[src/rtl/fifo_op_ctrl_pkg.sv]
// Shared types for fifo_op_ctrl: FSM state encoding and button-command priority.
package fifo_op_ctrl_pkg;

  typedef enum logic [2:0] {
    IDLE,
    WRITE,
    READ,
    CAPTURE,
    FLUSH
  } state_e;

  // Numeric order doubles as priority: higher value wins when edges coincide.
  typedef enum logic [1:0] {
    OP_NONE   = 2'd0,
    OP_INSERT = 2'd1,
    OP_REMOVE = 2'd2,
    OP_FLUSH  = 2'd3
  } op_e;

  function automatic op_e pick_op(input logic flush, input logic remove, input logic insert);
    if (flush)  return OP_FLUSH;
    if (remove) return OP_REMOVE;
    if (insert) return OP_INSERT;
    return OP_NONE;
  endfunction

endpackage

[src/rtl/edge_rise.sv]
// Rising-edge pulse from a debounced level: high in the first cycle the level is seen high.
module edge_rise (
  input  logic ck,
  input  logic reset,
  input  logic lvl,
  output logic pulse
);

  logic prev;

  // NOTE: state registers use non-blocking assignment so every flop samples pre-edge values.
  always_ff @(posedge ck) begin
    if (reset) prev <= 1'b0;
    else       prev <= lvl;
  end

  assign pulse = lvl & ~prev;

endmodule

[src/rtl/fifo_op_ctrl.sv]
// Button-to-FIFO command sequencer with occupancy tracking and sticky error flags.
// Optional auto-repeat remove is enabled by defining FIFO_OP_CTRL_AUTOREPEAT_EN.
module fifo_op_ctrl
  import fifo_op_ctrl_pkg::*;
#(
  parameter int DW    = 8,
  parameter int DEPTH = 8,
  parameter int CNT_W = 4
`ifdef FIFO_OP_CTRL_AUTOREPEAT_EN
  , parameter int REP_CYCLES = 50000000
`endif
) (
  input  logic             ck,
  input  logic             reset,
  input  logic             insert_lvl,
  input  logic             remove_lvl,
  input  logic             flush_lvl,
  input  logic [DW-1:0]    sw_data,
  input  logic             fifo_full,
  input  logic             fifo_empty,
  input  logic [DW-1:0]    fifo_dout,
  output logic             fifo_wr,
  output logic             fifo_rd,
  output logic             fifo_flush,
  output logic [DW-1:0]    fifo_din,
  output logic [DW-1:0]    shown_data,
  output logic [CNT_W-1:0] occupancy,
  output logic             err_overflow,
  output logic             err_underflow
);

  logic   insert_edge, remove_edge, flush_edge;
  logic   rep_pulse;
  state_e state_q, state_d;
  op_e    op;
  logic   load_din, set_ovf, set_unf;

  edge_rise u_edge_insert (.ck(ck), .reset(reset), .lvl(insert_lvl), .pulse(insert_edge));
  edge_rise u_edge_remove (.ck(ck), .reset(reset), .lvl(remove_lvl), .pulse(remove_edge));
  edge_rise u_edge_flush  (.ck(ck), .reset(reset), .lvl(flush_lvl),  .pulse(flush_edge));

  assign op = pick_op(flush_edge, remove_edge, insert_edge);

`ifdef FIFO_OP_CTRL_AUTOREPEAT_EN
  localparam int REP_W = $clog2(REP_CYCLES + 1);
  logic [REP_W-1:0] rep_cnt;

  // Counts continuous remove hold time; a pulse every REP_CYCLES requests another read.
  always_ff @(posedge ck) begin
    if (reset || !remove_lvl) begin
      rep_cnt   <= '0;
      rep_pulse <= 1'b0;
    end else if (rep_cnt == REP_W'(REP_CYCLES - 1)) begin
      rep_cnt   <= '0;
      rep_pulse <= 1'b1;
    end else begin
      rep_cnt   <= rep_cnt + 1'b1;
      rep_pulse <= 1'b0;
    end
  end
`else
  assign rep_pulse = 1'b0;
`endif

  always_ff @(posedge ck) begin
    if (reset) state_q <= IDLE;
    else       state_q <= state_d;
  end

  // NOTE: every signal driven here gets a default first, so no path can infer a latch.
  always_comb begin
    state_d    = state_q;
    fifo_wr    = 1'b0;
    fifo_rd    = 1'b0;
    fifo_flush = 1'b0;
    load_din   = 1'b0;
    set_ovf    = 1'b0;
    set_unf    = 1'b0;
    unique case (state_q)
      IDLE: begin
        case (op)
          OP_FLUSH:  state_d = FLUSH;
          OP_REMOVE: if (fifo_empty) set_unf = 1'b1;
                     else            state_d = READ;
          OP_INSERT: if (fifo_full)  set_ovf = 1'b1;
                     else begin
                       state_d  = WRITE;
                       load_din = 1'b1;
                     end
          // Auto-repeat reads stop silently at empty, without flagging underflow.
          default:   if (rep_pulse && !fifo_empty) state_d = READ;
        endcase
      end
      // Strobes are masked by reset so an aborted operation never reaches the FIFO.
      WRITE: begin
        fifo_wr = ~reset;
        state_d = IDLE;
      end
      READ: begin
        fifo_rd = ~reset;
        state_d = CAPTURE;
      end
      CAPTURE: state_d = IDLE;
      FLUSH: begin
        fifo_flush = ~reset;
        state_d    = IDLE;
      end
      default: state_d = IDLE;
    endcase
  end

  always_ff @(posedge ck) begin
    if (reset) begin
      fifo_din      <= '0;
      shown_data    <= '0;
      occupancy     <= '0;
      err_overflow  <= 1'b0;
      err_underflow <= 1'b0;
    end else begin
      if (load_din) fifo_din      <= sw_data;
      if (set_ovf)  err_overflow  <= 1'b1;
      if (set_unf)  err_underflow <= 1'b1;
      case (state_q)
        WRITE:   if (occupancy != CNT_W'(DEPTH)) occupancy <= occupancy + 1'b1;
        READ:    if (occupancy != '0)            occupancy <= occupancy - 1'b1;
        CAPTURE: shown_data <= fifo_dout;
        FLUSH: begin
          occupancy     <= '0;
          shown_data    <= '0;
          err_overflow  <= 1'b0;
          err_underflow <= 1'b0;
        end
        default: ;
      endcase
    end
  end

endmodule

[config.mk]
export PLATFORM = sky130hd
export DESIGN_NAME = fifo_op_ctrl
export DESIGN_NICKNAME = d
export VERILOG_FILES = /design/src/rtl/fifo_op_ctrl_pkg.sv /design/src/rtl/edge_rise.sv /design/src/rtl/fifo_op_ctrl.sv
export SDC_FILE = /design/constraint.sdc
export NUM_CORES = 1
export LEC_CHECK = 0
export BUFFER_PORTS_ARGS = -buffer_cell sky130_fd_sc_hd__clkbuf_2
export CORE_MARGIN = 8
export CORE_UTILIZATION = 37
export DETAILED_ROUTE_END_ITERATION = 8
export PLACE_DENSITY = 0.67
export REMOVE_ABC_BUFFERS = 1
export SYNTH_ARGS = -nofsm -noshare
export SYNTH_HDL_FRONTEND = slang
export SYNTH_SLANG_ARGS = --single-unit
[constraint.sdc]
create_clock -name ck -period 3.3 [get_ports ck]
set_input_delay 0.33 -clock ck [delete_from_list [all_inputs] [get_ports ck]]
set_output_delay 0.33 -clock ck [all_outputs]
set_load 0.05 [all_outputs]
==> results.ini <==
[outcome]
status = complete, no violations

[logic_synthesis]
synth_cells = 159
ys_seq_area_share_pct = 39.4
syn_avg_cell_area_um2 = 8.96
synth_top_cell_by_area = dfxtp_1
synth_edf_count = 0
netlist.area_leader.share_pct = 39.4
netlist_area_mm2 = 0.00142
async_flop_share_pct = 0
synth_area_leaders = dfxtp_1, nor2_1, mux2i_1, a2111oi_0, ha_1
synth-seq-cells = 28
synthDistinctLibCells = 41
synth_ff_type = dfxtp_1
yosys_warnings = 0

[layout]
area_growth_pct = 22.3
final_cell_mix = clkbuf_2, nor2_1, dfxtp_1
stdcell_count = 249
post-route-util_pct = 47.2
final-seq-area_um2 = 561
fillCellCount = 373
nets = 230
drive_above_1_share_pct = 31.3
final_common_cell = clkbuf_2
diodes = 0
fin_area_mm2 = 0.00174
multi_input_comb_area_um2 = 785

[placement]
dp_hpwl_um = 2450
globalplace.congestion = 0.827
dpl_cell_area_mm2 = 0.00167
io_buffers = 47
pre_cts_slack_ps = 1120
dp_cells = 245

[critical_path]
worst_setup_path_start_kind = flip-flop
cp.arrival_ps = 1920
cp_max_fo = 20
required_ps = 2970
worstSetupStartpoint = state_q[2]
cp-end-kind = primary output
r2r-start = state_q[2]
crit_type = reg -> out

[routing]
first_iter_violations = 123
wl_per_cell_um = 12.8
wirelength_um = 3190
ant_nets = 0
drc = 0
drtPass1Iterations = 4
vias_per_cell = 4.92
via_count = 1226

[global_route]
grt_usage_pct = 10.7
grt-ovfl-total = 0
first_global_vias = 1269
grt_max_degree = 29
grt_pass1_wl_um = 5550
antenna_found_initial = 0

[clocking]
ctsHoldBuffers = 0
cts_tree = yes
cts_resized = 0
clock_path_buffers = 2
clkLatencyLatePin_ps = 280
clock_sinks = 28
clk_pin_slew_ps = 100
h-tree-depth = 1
root_buffer = clkbuf_8
postCtsSetupRepairBufs = 0
cts_buffers = 3

[sta]
max_freq_mhz = 444
rsz0062_at_grt = no
finalHoldViolations = 0
fin_hold_ws_ps = 271
slew_violations = 0
tightest_slew_ps = 616
setup_viol = 0
clock-skew-final_ps = 2.08
min_period_ps = 2250
period_share_pct = 68.2
worst_slack_ps = 1050
tns_ps = 0
slew_headroom_pct = 58.9

[floorplanning]
die_area_mm2 = 0.00609
core_mm2 = 0.00369
die_h_um = 78.0
num_rows = 22
io_pins = 48
floorplan.initialDensity_pct = 38.6
die_w_um = 78.0

[worst_hold_path]
min_from = flush_lvl
hp-class = in -> reg

[power]
cellLeakagePower_nw = 0.781
power-per-cell-area_mw_per_mm2 = 465
vdd_drop_max_v = 0.000227
total_power_mw = 0.810

[run]
cap_violations = 0

flip-flops by register name, summed over array words and instances, names as in the netlist:
| register | flops |
|---|---|
| occupancy | 4 |
| state_q | 3 |
| u_edge_insert.prev | 1 |
| fifo_din | 8 |
| u_edge_flush.prev | 1 |
| err_overflow | 1 |
| u_edge_remove.prev | 1 |
| err_underflow | 1 |
| shown_data | 8 |
report_power, final:
| part | switching [mW] | internal, mW | leakage [nW] |
|---|---|---|---|
| clock network | 0.113 | 0.163 | 0.0357 |
| registers | 0.0231 | 0.352 | 0.227 |
| logic | 0.100 | 0.0583 | 0.518 |
worst max-delay path: stages, from the launching register on:
cell and delay [ps]:
dfxtp_1 730, or3b_1 500, nor2_1 120, clkbuf_2 290
cells in the mapped netlist, types with 2 or more instances:
| master | count |
|---|---|
| mux2i_1 | 9 |
| ha_1 | 5 |
| or2_1 | 2 |
| nand2b_1 | 3 |
| inv_1 | 8 |
| nor4_1 | 2 |
| o21ai_0 | 2 |
| or3b_4 | 2 |
| or2_2 | 2 |
| a21oi_1 | 4 |
| dfxtp_1 | 28 |
| nand2_1 | 10 |
| buf_2 | 3 |
| a31oi_1 | 6 |
| a2111oi_0 | 8 |
| nor3_1 | 2 |
| clkbuf_1 | 4 |
| nor2b_1 | 5 |
| nor2_1 | 32 |
layout make-up:
cell class	count	share of cell area (%)
Timing Repair Buffer	47	13.5
Tap cell	48	3.45
Clock buffer	3	2.37
Inverter	8	1.72
Multi-Input combinational cell	114	45.0
Sequential cell	28	32.2
Clock inverter	1	1.72
cells by family (layout without fill, tap and decap cells):
logic type / count (synthesis) / in the layout / synth area share, %
mux: 9 / 9 / 6.33
buf+inv: 17 / 59 / 5.54
xor+xnor: 1 / 1 / 0.615
fa+ha+maj: 5 / 5 / 4.39
compound gates: 29 / 29 / 17.2
simple gates: 70 / 70 / 26.5
flops: 28 / 28 / 39.4
layer usage:
layer	vias up	share of wire, %	global-route usage [%]
met4	0	0.91	3.70
met2	37	46	17.5
met1	545	48	13.0
met3	4	5.2	3.42
li1	640	-	-
met5	-	0	0
worst paths after layout:
path,slack [ps],cells after the start,end
worst max-delay path,1050,3,fifo_flush
worst min-delay path,270,2,u_edge_flush.prev
worst max register to register,1090,7,occupancy[3]
worst min register to register,490,2,err_overflow
(Power assumes the default switching activity.)
